## config.mk

```make
export PLATFORM = sky130hd
export DESIGN_NAME = multi_word_add_sequencer
export DESIGN_NICKNAME = d
export VERILOG_FILES = /design/src/rtl/fpa_add_seq_pkg.sv /design/src/rtl/multi_word_add_sequencer_cla.sv /design/src/rtl/multi_word_add_sequencer.sv
export SDC_FILE = /design/constraint.sdc
export NUM_CORES = 1
export LEC_CHECK = 0
export CORE_ASPECT_RATIO = 1.5
export CORE_UTILIZATION = 55
export DETAILED_ROUTE_END_ITERATION = 12
export PLACE_DENSITY = 0.84
export SYNTH_ARGS = -nofsm -noshare
export SYNTH_HDL_FRONTEND = slang
export SYNTH_SLANG_ARGS = --single-unit
```

## constraint.sdc

```tcl
create_clock -name clk -period 4.5 [get_ports clk]
set_input_delay 0.9 -clock clk [delete_from_list [all_inputs] [get_ports clk]]
set_output_delay 0.9 -clock clk [all_outputs]
set_load 0.01 [all_outputs]
```

## src/rtl/fpa_add_seq_pkg.sv

```systemverilog
// Shared types and helpers for the multi-word add/subtract sequencer.
package fpa_add_seq_pkg;

  typedef enum logic [1:0] {
    IDLE = 2'd0,
    RUN  = 2'd1,
    DONE = 2'd2
  } seq_state_t;

  // Counter width that stays at least one bit for single-word configurations.
  function automatic int clog2_min1(input int v);
    return (v <= 1) ? 1 : $clog2(v);
  endfunction

endpackage

```

## src/rtl/multi_word_add_sequencer_cla.sv

```systemverilog
// N-bit carry-lookahead adder slice with selectable implementation style,
// plus the per-bit generate/propagate cell used by the structural variant.

module cla_cell (
  input  logic a,
  input  logic b,
  input  logic c,
  output logic g,
  output logic p,
  output logic s
);
  assign g = a & b;
  assign p = a ^ b;
  assign s = p ^ c;
endmodule

module CarryLookAheadAdd #(
  parameter int    N     = 32,
  parameter string MODEL = "Behavioral"
) (
  input  logic [N-1:0] a,
  input  logic [N-1:0] b,
  input  logic         ci,
  output logic [N-1:0] s,
  output logic         co
);

  generate
    if (MODEL == "Behavioral") begin : g_beh
      assign {co, s} = {1'b0, a} + {1'b0, b} + {{N{1'b0}}, ci};
    end else if (MODEL == "DataFlow") begin : g_df
      logic [N-1:0] g;
      logic [N-1:0] p;
      logic [N:0]   c;
      assign g    = a & b;
      assign p    = a ^ b;
      assign c[0] = ci;
      for (genvar i = 0; i < N; i++) begin : g_carry
        assign c[i+1] = g[i] | (p[i] & c[i]);
      end
      assign s  = p ^ c[N-1:0];
      assign co = c[N];
    end else begin : g_st
      logic [N-1:0] g;
      logic [N-1:0] p;
      logic [N:0]   c;
      for (genvar i = 0; i < N; i++) begin : g_cell
        cla_cell u_cell (
          .a (a[i]),
          .b (b[i]),
          .c (c[i]),
          .g (g[i]),
          .p (p[i]),
          .s (s[i])
        );
      end
      // Each carry is the flattened lookahead sum of products over all lower bits.
      always_comb begin
        logic t;
        c    = '0;
        c[0] = ci;
        for (int i = 0; i < N; i++) begin
          t = ci;
          for (int j = 0; j <= i; j++) t = g[j] | (p[j] & t);
          c[i+1] = t;
        end
      end
      assign co = c[N];
    end
  endgenerate

endmodule

```

## src/rtl/multi_word_add_sequencer.sv

```systemverilog
// Adds or subtracts N*WORDS-bit operands by running one N-bit CLA slice
// over WORDS cycles, LSW first, with the carry held in a flop between slices.
module multi_word_add_sequencer
  import fpa_add_seq_pkg::*;
#(
  parameter int    N     = 32,
  parameter int    WORDS = 4,
  parameter string MODEL = "Behavioral"
) (
  input  logic             clk,
  input  logic             rst_n,
  input  logic             in_valid,
  output logic             in_ready,
  input  logic [N*WORDS-1:0] in_a,
  input  logic [N*WORDS-1:0] in_b,
  input  logic             in_ci,
  input  logic             in_sub,
  output logic             out_valid,
  input  logic             out_ready,
  output logic [N*WORDS-1:0] out_c,
  output logic             out_co,
  output logic             out_ovf
);

  localparam int W  = N * WORDS;
  localparam int IW = clog2_min1(WORDS);

  seq_state_t    state, state_nxt;
  logic [W-1:0]  a_sh, b_sh, res;
  logic [IW-1:0] idx;
  logic          carry;
  logic          co_r, ovf_r;
  logic [N-1:0]  sum;
  logic          sum_co;
  logic          last;

  CarryLookAheadAdd #(.N(N), .MODEL(MODEL)) u_add (
    .a  (a_sh[N-1:0]),
    .b  (b_sh[N-1:0]),
    .ci (carry),
    .s  (sum),
    .co (sum_co)
  );

  assign last = (idx == IW'(WORDS - 1));

  always_comb begin
    state_nxt = state;
    case (state)
      IDLE:    if (in_valid) state_nxt = RUN;
      RUN:     if (last)     state_nxt = DONE;
      DONE:    if (out_ready) state_nxt = IDLE;
      default: state_nxt = IDLE;
    endcase
  end

  always_ff @(posedge clk or negedge rst_n) begin
    if (!rst_n) state <= IDLE;
    else        state <= state_nxt;
  end

  // Subtraction is A + ~B + ~borrow, so B and the carry are inverted at capture.
  always_ff @(posedge clk or negedge rst_n) begin
    if (!rst_n) begin
      a_sh  <= '0;
      b_sh  <= '0;
      res   <= '0;
      idx   <= '0;
      carry <= 1'b0;
      co_r  <= 1'b0;
      ovf_r <= 1'b0;
    end else begin
      case (state)
        IDLE: if (in_valid) begin
          a_sh  <= in_a;
          b_sh  <= in_sub ? ~in_b : in_b;
          carry <= in_ci ^ in_sub;
          idx   <= '0;
        end
        RUN: begin
          res   <= W'({sum, res} >> N);
          a_sh  <= a_sh >> N;
          b_sh  <= b_sh >> N;
          carry <= sum_co;
          idx   <= idx + 1'b1;
          if (last) begin
            co_r  <= sum_co;
            ovf_r <= (a_sh[N-1] == b_sh[N-1]) && (sum[N-1] != a_sh[N-1]);
          end
        end
        default: ;
      endcase
    end
  end

  assign in_ready  = (state == IDLE);
  assign out_valid = (state == DONE);
  assign out_c     = res;
  assign out_co    = co_r;
  assign out_ovf   = ovf_r;

endmodule

```

==> results of run 1 <==
[state kept, by name (all words and copies together), names as in the netlist]
register  flops
a_sh        128
b_sh        128
carry         1
idx           2
out_c       128
out_co        1
out_ovf       1
state         2
[cell families after synthesis]
family	after synthesis	synth area share, %
flip-flops	391	48.86
XOR/XNOR	150	6.560
AND/OR/NAND/NOR	609	14.38
multiplexers	1	0.04998
adder cells (fa/ha/maj)	34	2.199
buffers and inverters	182	3.517
AO/OA/AOI/OAI	786	24.44
[path summary, 6_finish.rpt]
kind,from,end,slack [ns]
worst max-delay path,state[1],out_valid,1.29
worst min-delay path,rst_n,a_sh[120],0.42
worst max register to register,b_sh[0],out_c[122],1.53
worst min register to register,out_c[23],out_c[23],0.48
max in group asynchronous,rst_n,a_sh[108],3.03
min in group clk,out_c[23],out_c[23],0.48
[cell type report]
type	instances	area, sq um	share of cell area [%]
repair buffers	420	4244	16.61
inverters	7	26.28	0.1028
diodes	9	22.52	0.08813
clock buffers	60	1156	4.524
clock inverters	11	136.4	0.5337
flip-flops and latches	391	9792	38.32
multi-input cells	1580	9579	37.49
well taps	478	598.1	2.340
[report_power, final]
group          switching (W)  total (W)  internal (W)
clock network        0.00139    0.00329       0.00190
registers            0.00142    0.00638       0.00496
logic                0.00416    0.00731       0.00315
[synthesized netlist by cell type, types with 17 or more instances]
cell      count
a21o_1       17
a21oi_1     228
a22o_1       65
a22oi_1     193
buf_1        27
clkbuf_1    140
dfrtp_1     391
ha_1         32
nand2_1     351
nor2_1       18
nor2b_1     194
o21ai_0     230
xor2_1      142
[worst register-to-register path: cells and delay by family (launching register included)]
family                     cells  cell delay, ns
AOI/OAI and AO/OA              5            1.12
adders and majority gates      2            0.90
DFF                            1            0.43
and+or+nand+nor                2            0.42
[routing by layer]
metal  wire length [microns]  vias up  GRT usage (%)
met2                   29980      792          53.36
met4                    3849        0          20.98
met1                   22340     8607          39.49
li1                        -     8161              -
met3                    3649      169          4.142
met5                       0        -              0
[per-stage QoR]
step | instances | hold slack, ns
detailed placement | 2876 | 0.4640
finish | 2956 | 0.4204
global placement | 2876 | 0.4561
floorplan | 2153 | 0.4677
CTS | 2947 | 0.4794
global route | 2956 | 0.5003
==> key figures, run 1 <==
Place
  • Final Wtd Congestion: 0.8932
  • Port bufs: 393
  • Dpl ws: 1.469 ns
  • Cell Area, Placed: 24240 sq um
  • Detailed placement HPWL: 41040 microns

Setup path
  • Critical path required time: 3.60 ns
  • Setup CP Type: reg2out
  • Crit path largest cell delay: 0.92 ns
  • Slowest CP cell: dfrtp_4
  • Worst Setup Start Kind: flip-flop
  • Critical path fanouts, max: 66
  • CP bufs+invs: 2
  • CP Cell Sequence: nand2b_1, inv_1, clkdlybuf4s50_1
  • Worst-case reg-to-reg path depth: 9
  • CP Depth: 3
  • Largest delay contributor family on the critical path: flip-flops
  • Critical Path Sink Type: output port
  • Worst EP arrival: 2.31 ns

Global routing
  • GRT Overall Usage: 32.33%
  • Initial antenna violation count: 9
  • Vias in the first global route: 17.80k
  • Grt total ovfl: 0
  • Largest net degree at the start of global routing: 180
  • Global-route wire length before repair: 94140 microns

Clock tree
  • Hold buffer count at cts: 0
  • Setup bufs post-CTS: 0
  • Max clock buf depth: 3
  • Worst-skew pair later-pin latency: 0.56 ns
  • # H-tree levels: 2
  • Total CTS buffers: 39
  • CTS clk-pin slew, worst paths: 0.06 ns
  • Number of gates resized after cts: 0
  • Clk sink count: 391
  • Root Buffer: clkbuf_16
  • CTS tree: yes

Routing
  • Via density per instance: 5.998
  • Routed wire per std cell: 20.24 microns
  • DRC: 0
  • Via count: 17.73k
  • Post-route ant nets: 0
  • Drt first pass iters: 6
  • Initial DRC count: 1559
  • Final WL: 59820 microns

STA
  • Worst setup margin: 1.291 ns
  • Worst-margin pin slew: 1.078 ns
  • Unrepaired setup endpoints after global routing: false
  • Final setup viols: 0
  • Period minus WS final: 3.209 ns
  • Setup TNS: 0 ns
  • Fin. max-slew vios: 0
  • Peak Freq: 311.7 MHz
  • Final cycle utilization of the critical path: 71.30%
  • Final Hold Fails: 0
  • Worst rel slew slack: 28.13%
  • Worst Skew: 0.02927 ns

Yosys
  • Ranking of synthesized cells by area: dfrtp_1, a22oi_1, nand2_1, xor2_1, nor2b_1
  • Synth Flop Type: dfrtp_1
  • Yosys cell types: 60
  • Async SR Flop Fraction: 100.0%
  • Synth Instances: 2153
  • Sequential area share after synthesis: 48.86%
  • Area leader, netlist: dfrtp_1
  • Syn_area_per_cell: 9.302 sq um
  • EDFF count, synth: 0
  • Netlist Area Pre-Place: 20030 sq um
  • Share of the synthesized area in the top cell type: 48.86%
  • Syn Nets: 2449
  • Count of state elements after synthesis: 391
  • Warnings from Yosys: 0

Finish
  • Utilization after layout: 71.30%
  • Layout cells sized above 1: 4.334%
  • Leading cell types in the layout, fill and taps excluded: clkdlybuf4s50_1, dfrtp_1, nand2_1, o21ai_0, a21oi_1
  • Fill cells: 2669
  • Cell area after layout: 25550 sq um
  • Commonest non-fill, non-tap cell in the layout: clkdlybuf4s50_1
  • Area Overhead vs Synth: 27.60%
  • Final #Nets: 2735

Floorplan
  • Total Die Area: 37200 sq um
  • CORE AREA: 35840 sq um
  • Rows: 85
  • Die Y: 235.7 microns
  • Die Width: 157.8 microns
  • Starting density of the core: 55.88%
  • I/O pin count: 394

Outcome
  • Status: finished, final reports clean

Pwr
  • Worst VDD drop: 649.6 uV
  • PwrDens: 664.5 nW/um^2
  • Total power draw: 0.01698 W
  • Leakage: 11.19 nW

Flow run
  • Max Cap Viol: 0

Min path
  • Worst hold path type: in2async
Power figures use the tool's default switching activity.
==> run 2, diff against run 1 <==
Settings changed: CORE_UTILIZATION 55 to 47, PLACE_DENSITY 0.84 to 0.77.
Clock period 4.5 ns to 2.9 ns, I/O delays scaled along.
==> run 2 against run 1 <==
Against the previous run:
- utilization shrank 9.9 points
- power up 56%
- cell area up 0.94%
- setup slack lost 1.2 ns
- die area rose by 17%
- clock skew decreased by 0.0069 ns
- wire length is 4.2% higher
- via count hardly changed
- final cell count rose by 3.3%
- sequential share of layout area shrank 0.36 points
- global-route usage is 3.7 points lower
- critical path type is now reg2reg
- largest power group unchanged
==> key figures, run 2 (synthesized netlist as in run 1, its figures left out) <==
Setup path
  • RR Startpoint: a_sh[0]
  • Setup CP Type: reg2reg
  • Worst-case reg-to-reg path depth: 9
  • CP endpoint: out_c[122]
  • Worst EP arrival: 3.22 ns
  • Slowest CP cell: fa_2
  • Flop2flop setup slack: 0.12 ns
  • Critical Path Sink Type: flip-flop
  • Critical path fanouts, max: 6
  • Crit path largest cell delay: 0.43 ns
  • Worst Setup Start Kind: flip-flop
  • CP Cell Sequence: fa_2, fa_1, a21o_1, a31o_2, nand3_1, and3_4, a211oi_1, o21a_1, o31ai_1
  • R2R Path End: out_c[122]
  • Critical path required time: 3.34 ns
  • CP startpoint: a_sh[0]

Clock tree
  • Clk sink count: 391
  • CTS clk-pin slew, worst paths: 0.07 ns
  • Hold buffer count at cts: 0
  • Total CTS buffers: 39
  • CTS tree: yes
  • Max clock buf depth: 3
  • # H-tree levels: 2
  • Root Buffer: clkbuf_16
  • Worst-skew pair later-pin latency: 0.55 ns

Routing
  • Post-route ant nets: 0
  • Via count: 17.73k
  • DRC: 0
  • Routed wire per std cell: 20.41 microns
  • Via density per instance: 5.806
  • Initial DRC count: 1514
  • Drt first pass iters: 5
  • Final WL: 62330 microns

STA
  • Worst rel slew slack: 26.66%
  • Worst Skew: 0.02236 ns
  • Hold slack final: 0.04279 ns
  • Final Hold Fails: 0
  • Fin. max-slew vios: 0
  • Final setup viols: 0
  • Peak Freq: 359.5 MHz
  • Worst-margin pin slew: 1.100 ns
  • Unrepaired setup endpoints after global routing: false
  • Final cycle utilization of the critical path: 95.93%
  • Period minus WS final: 2.782 ns

Global routing
  • GRT Overall Usage: 28.62%
  • Largest net degree at the start of global routing: 160
  • Global-route wire length before repair: 96820 microns
  • Initial antenna violation count: 13
  • Vias in the first global route: 17.38k
  • Grt total ovfl: 0

Flow run
  • Max Cap Viol: 0

Finish
  • Commonest non-fill, non-tap cell in the layout: clkdlybuf4s50_1
  • Utilization after layout: 61.39%
  • Final #Nets: 2746
  • Leading cell types in the layout, fill and taps excluded: clkdlybuf4s50_1, dfrtp_1, nand2_1, o21ai_0, a21oi_1
  • Area Overhead vs Synth: 28.80%
  • Layout cells sized above 1: 4.964%

Floorplan
  • Rows: 92
  • I/O pin count: 394
  • Die Y: 254.8 microns
  • Starting density of the core: 47.67%
  • CORE AREA: 42020 sq um
  • Total Die Area: 43460 sq um
  • Die Width: 170.5 microns

Pwr
  • Worst VDD drop: 976.8 uV
  • Leakage: 11.27 nW
  • PwrDens: 1029 nW/um^2

Place
  • Detailed placement HPWL: 43450 microns
  • Port bufs: 393
  • Final Wtd Congestion: 0.9006

Min path
  • Worst hold path type: in2async

Outcome
  • Status: finished, final reports clean
## run 2: critical path, delay by kind of cell, from the launching register on
| family | cells | cell delay (ns) |
|---|---|---|
| compound gates | 5 | 1.08 |
| fa+ha+maj | 2 | 0.86 |
| flops | 1 | 0.41 |
| simple gates | 2 | 0.33 |
## run 2: final cells by class
type | instances | area [sq um]
diodes | 12 | 30.03
clock buffers | 54 | 1135
clock inverters | 15 | 166.4
fillers | 3438 | 16220
inverters | 7 | 26.28
multi-input cells | 1580 | 9587
flip-flops and latches | 391 | 9792
well taps | 564 | 705.7
repair buffers | 431 | 4352
## run 2: power breakdown
group / internal, W / switching, W
clock network: 0.00302 / 0.00218
registers: 0.00770 / 0.00207
logic: 0.00497 / 0.00660
## run 2: worst min path at each step
stage                     slack [ns]        end       from
final                           0.04  b_sh[125]      rst_n
after global routing            0.08  b_sh[125]      rst_n
after global placement          0.46  out_c[27]  out_c[27]
after CTS                       0.05  b_sh[125]      rst_n
after floorplan                 0.28    a_sh[0]      rst_n
after detailed placement        0.46   out_c[3]   out_c[3]
## run 2: metrics by stage
stage	cell area [sq um]	worst slack [ns]	instances	power, W	TNS, ns
4_1_cts	25760	0.01050	3042	0.02657	0
6_report	25790	0.1181	3054	0.02653	0
3_5_place_dp	24450	-0.09058	2973	0.02132	-0.1745
3_3_place_gp	24450	0.01932	2973	0.02087	0
5_1_grt	25790	0.002070	3054	0.02827	0
2_1_floorplan	20030	0.3065	2153	0.01644	0
## run 2: per-layer routing
metal	up-vias	track usage, %	wire [microns]
li1	8187	-	-
met1	8654	35.64	23980
met2	727	47.46	31320
met3	161	3.804	3461
met4	4	17.04	3539
met5	-	0	26
## run 2: what timing repair did
action                                  CTS  global route
buffers inserted                          0             0
endpoints found under the setup margin    6            11
gates resized for setup                   1             2
